`src/rtl/bcd_counter_ndigit.sv`:
```
// bcd_counter_ndigit: DIGITS-wide decimal up/down counter with validated parallel load
// and a one-cycle terminal-count pulse on wrap, for cascading into the next stage's en.
module bcd_counter_ndigit #(
    parameter int DIGITS = 4
) (
    input  logic                  clk,
    input  logic                  reset,
    input  logic                  en,
    input  logic                  up_dn,
    input  logic                  load,
    input  logic [4*DIGITS-1:0]   load_val,
    output logic [4*DIGITS-1:0]   count,
    output logic                  tc,
    output logic                  load_err
);
    logic [4*DIGITS-1:0] count_q, count_d, inc_val, dec_val;
    logic                tc_q, tc_d, err_q, err_d;
    logic [DIGITS:0]     cy, bw;
    logic [DIGITS-1:0]   nib_ok;

    assign cy[0] = 1'b1;
    assign bw[0] = 1'b1;

    // Ripple carry/borrow: digit k moves only when all lower digits are at their limit
    genvar k;
    generate
        for (k = 0; k < DIGITS; k++) begin : g_dig
            logic [3:0] d;
            assign d          = count_q[4*k +: 4];
            assign cy[k+1]    = cy[k] & (d == 4'd9);
            assign bw[k+1]    = bw[k] & (d == 4'd0);
            assign inc_val[4*k +: 4] = cy[k] ? ((d == 4'd9) ? 4'd0 : d + 4'd1) : d;
            assign dec_val[4*k +: 4] = bw[k] ? ((d == 4'd0) ? 4'd9 : d - 4'd1) : d;
            assign nib_ok[k]  = load_val[4*k +: 4] <= 4'd9;
        end
    endgenerate

    always_comb begin
        count_d = count_q;
        tc_d    = 1'b0;
        err_d   = 1'b0;
        if (load) begin
            count_d = &nib_ok ? load_val : count_q;
            err_d   = ~&nib_ok;
        end else if (en) begin
            count_d = up_dn ? inc_val : dec_val;
            tc_d    = up_dn ? cy[DIGITS] : bw[DIGITS];
        end
    end

    always_ff @(posedge clk) begin
        if (reset) begin
            count_q <= '0;
            tc_q    <= 1'b0;
            err_q   <= 1'b0;
        end else begin
            count_q <= count_d;
            tc_q    <= tc_d;
            err_q   <= err_d;
        end
    end

    assign count    = count_q;
    assign tc       = tc_q;
    assign load_err = err_q;
endmodule

```
`config.mk`:
```
export PLATFORM = sky130hd
export DESIGN_NAME = bcd_counter_ndigit
export DESIGN_NICKNAME = d
export VERILOG_FILES = /design/src/rtl/bcd_counter_ndigit.sv
export SDC_FILE = /design/constraint.sdc
export NUM_CORES = 1
export LEC_CHECK = 0
export ABC_CLOCK_PERIOD_IN_PS = 1720
export CELL_PAD_IN_SITES_DETAIL_PLACEMENT = 0
export CELL_PAD_IN_SITES_GLOBAL_PLACEMENT = 1
export CORE_MARGIN = 2
export CORE_UTILIZATION = 32
export CTS_CLUSTER_DIAMETER = 50
export DETAILED_ROUTE_END_ITERATION = 8
export PLACE_DENSITY = 0.77
export SLEW_MARGIN = 30
export SYNTH_ARGS = -nofsm -noshare
export SYNTH_HDL_FRONTEND = slang
export SYNTH_SLANG_ARGS = --single-unit
```
`constraint.sdc`:
```
create_clock -name clk -period 1.72 [get_ports clk]
set_input_delay 0.258 -clock clk [delete_from_list [all_inputs] [get_ports clk]]
set_output_delay 0.258 -clock clk [all_outputs]
set_load 0.01 [all_outputs]
```
==> results.cfg <==
[synthesis]
synth_seq_cells = 18
synth_edf_count = 0
yosysWarnings = 0
synthArstFlopShare = 0
netlist_instances = 209
syn_area_um2 = 1550
synth_cell_types = 54
syn_avg_cell_area_um2 = 7.42
ys_seq_area_frac = 0.232
ys.flop_type = dfxtp_1
synth_fp_nets = 230

[clocking]
clock_insertion_delay_worst_skew_ns = 0.25
cts_tree = yes
cts_hold_buf = 0
ctsHtreeMaxLevel = 1
numCtsBuffers = 3
cts_root_buf = clkbuf_8
clkSlewWorstSetupHoldPaths_ns = 0.07
clock-sinks = 18
cts_buffer_depth = 2

[die]
core-area_um2 = 4690
start_util = 0.330
die_w_um = 73.6
die_area_um2 = 5420
io_pins = 39
die_h_um = 73.6
rows = 25

[detailed_routing]
ant_nets = 0
vias = 1894
post-route-drc-count = 0
vias_per_cell = 5.57
wl_um = 4960
wire_per_inst_um = 14.6
drtIter0Drc = 121
drt_first_pass_iters = 4

[critical_path]
required_ns = 1.86
critPathCaptureType = register
worstSetupStartpointType = register
slowest_stage = or4_1
slowest_delay_ns = 0.51
critPathMaxFanout = 6
r2r_slack_ns = 0.05
worstPathCellList = buf_4 -> inv_1 -> or4_1 -> a21boi_0 -> a221oi_1 -> o41ai_1
worstSetupPathType = register to register
crit_arrival_ns = 1.81

[global_route]
overflow = 0
grt_pass1_wl_um = 8240
antenna_found_initial = 0
grt_util_all_layers = 0.189
grt_max_degree = 15
first_global_vias = 1775

[timing]
relSlewSlack = 0.766
setup_ws_ns = 0.0457
hold_viol = 0
clock_skew_ns = 0.00217
setup_viol_count_final = 0
period_share = 0.973
min_period_ns = 1.67
worst_slew_pin_slew_ns = 0.342
fin_hold_ws_ns = 0.434
finalMaxSlewViolations = 0
fmax_ghz = 0.597

[pwr]
power_leakage_nw = 1.02
vdd_ir_drop_max_v = 0.000263
p_per_area_nw_per_um2 = 558

[final_layout]
drive_gt1_frac = 0.294
regArea_um2 = 368
design_area_um2 = 2460
n_antenna_cell = 0
layout.nets = 309
n_fill_cell = 465
multiInputGateArea_um2 = 1120
syn_to_final_growth_pct = 59.0
final_common_cell = buf_4
final_cell_mix = 55 x buf_4, 28 x clkdlybuf4s50_1, 20 x o21ai_0

[place]
routabilityCongestion = 0.793
place_hpwl_um = 3750
portBuffers = 38
dpl_cell_area_um2 = 2300
pre_cts_slack_ns = -0.444

[worst_hold_path]
hp-class = input pin to register

[flow_run]
cap_violations = 0

[outcome]
status = completed
[worst paths after layout]
check | start | cells past startpoint | to
setup / recovery | count[11]$_SDFFE_PP0P_ | 6 | count[10]$_SDFFE_PP0P_
hold / removal | load_val[9] | 4 | count[9]$_SDFFE_PP0P_
setup reg to reg | count[11]$_SDFFE_PP0P_ | 6 | count[10]$_SDFFE_PP0P_
hold reg to reg | count[12]$_SDFFE_PP0P_ | 3 | count[12]$_SDFFE_PP0P_
[sequential cells by signal, summed over array words and instances, names as in the netlist]
name	count
load_err	1
tc	1
count	16
[per-layer routing]
| layer | vias up | track usage | share of wire |
|---|---|---|---|
| li1 | 946 | - | - |
| met1 | 893 | 0.261 | 0.47 |
| met2 | 49 | 0.310 | 0.48 |
| met3 | 6 | 0.0178 | 0.041 |
| met4 | 0 | 0.0545 | 0.013 |
| met5 | - | 0 | 0 |
[critical path: cells and delay by family, from the launching register on]
kind	cells	cell delay, ns
simple gates	1	0.51
flops	1	0.34
compound gates	3	0.53
buf+inv	2	0.18
[final cells by class]
class | count | area share
well taps | 54 | 0.0274
clock buffers | 3 | 0.0168
flip-flops and latches | 18 | 0.149
repair buffers | 95 | 0.340
inverters | 7 | 0.0107
multi-input cells | 163 | 0.456
[cells in the mapped netlist (2+ instances only)]
cell type,count,area (µm²)
o21ai_0,25,125
nand2_1,19,71.3
dfxtp_1,18,360
a21oi_1,11,55.1
nor2_1,11,41.3
nor3_1,10,50.1
buf_2,9,45.0
clkbuf_1,8,30.0
o211ai_1,8,60.1
inv_1,6,22.5
xor2_1,6,52.6
a21boi_0,4,30.0
nand2b_1,4,25.0
nor4_1,4,25.0
a221oi_1,3,26.3
buf_6,3,33.8
nand3_1,3,15.0
nand4_1,3,18.8
o311a_1,3,30.0
o31ai_1,3,22.5
xnor2_1,3,26.3
a2111oi_0,2,17.5
a211oi_1,2,15.0
a21o_1,2,15.0
a311oi_2,2,30.0
and2_1,2,12.5
and3_1,2,12.5
and4_1,2,17.5
nor2b_1,2,12.5
o21a_1,2,15.0
o41ai_1,2,17.5
or3_1,2,12.5
or4_1,2,15.0
[kinds of logic (layout without fill, tap and decap cells)]
family | count (synthesis) | after routing | share of synthesized area
AO/OA/AOI/OAI | 79 | 79 | 0.359
XOR/XNOR | 9 | 9 | 0.0509
buffers and inverters | 28 | 105 | 0.0920
flip-flops | 18 | 18 | 0.232
multiplexers | 1 | 1 | 0.00646
AND/OR/NAND/NOR | 74 | 74 | 0.259
[power by group]
| group | leakage [nW] | internal [mW] | total [mW] | switching (mW) |
|---|---|---|---|---|
| registers | 0.150 | 0.446 | 0.473 | 0.0262 |
| clock network | 0.0216 | 0.156 | 0.303 | 0.147 |
| logic | 0.849 | 0.319 | 0.600 | 0.281 |
[metrics by stage]
stage	TNS, ns	utilization	power (mW)	std cells
after floorplan	0	-	0.768	209
after global placement	-5.01	0.491	1.04	336
after detailed placement	-5.34	0.491	1.05	336
after CTS	-0.0106	0.503	1.36	339
after global routing	-0.0195	0.525	1.46	340
final	0	0.525	1.38	340
[what timing repair did]
item,in CTS,in global routing
setup buffers,0,1
endpoints found under the setup margin,13,12
gates resized for setup,11,29
hold endpoints to repair,0,0
pin swaps,0,7
(Power assumes the default switching activity.)
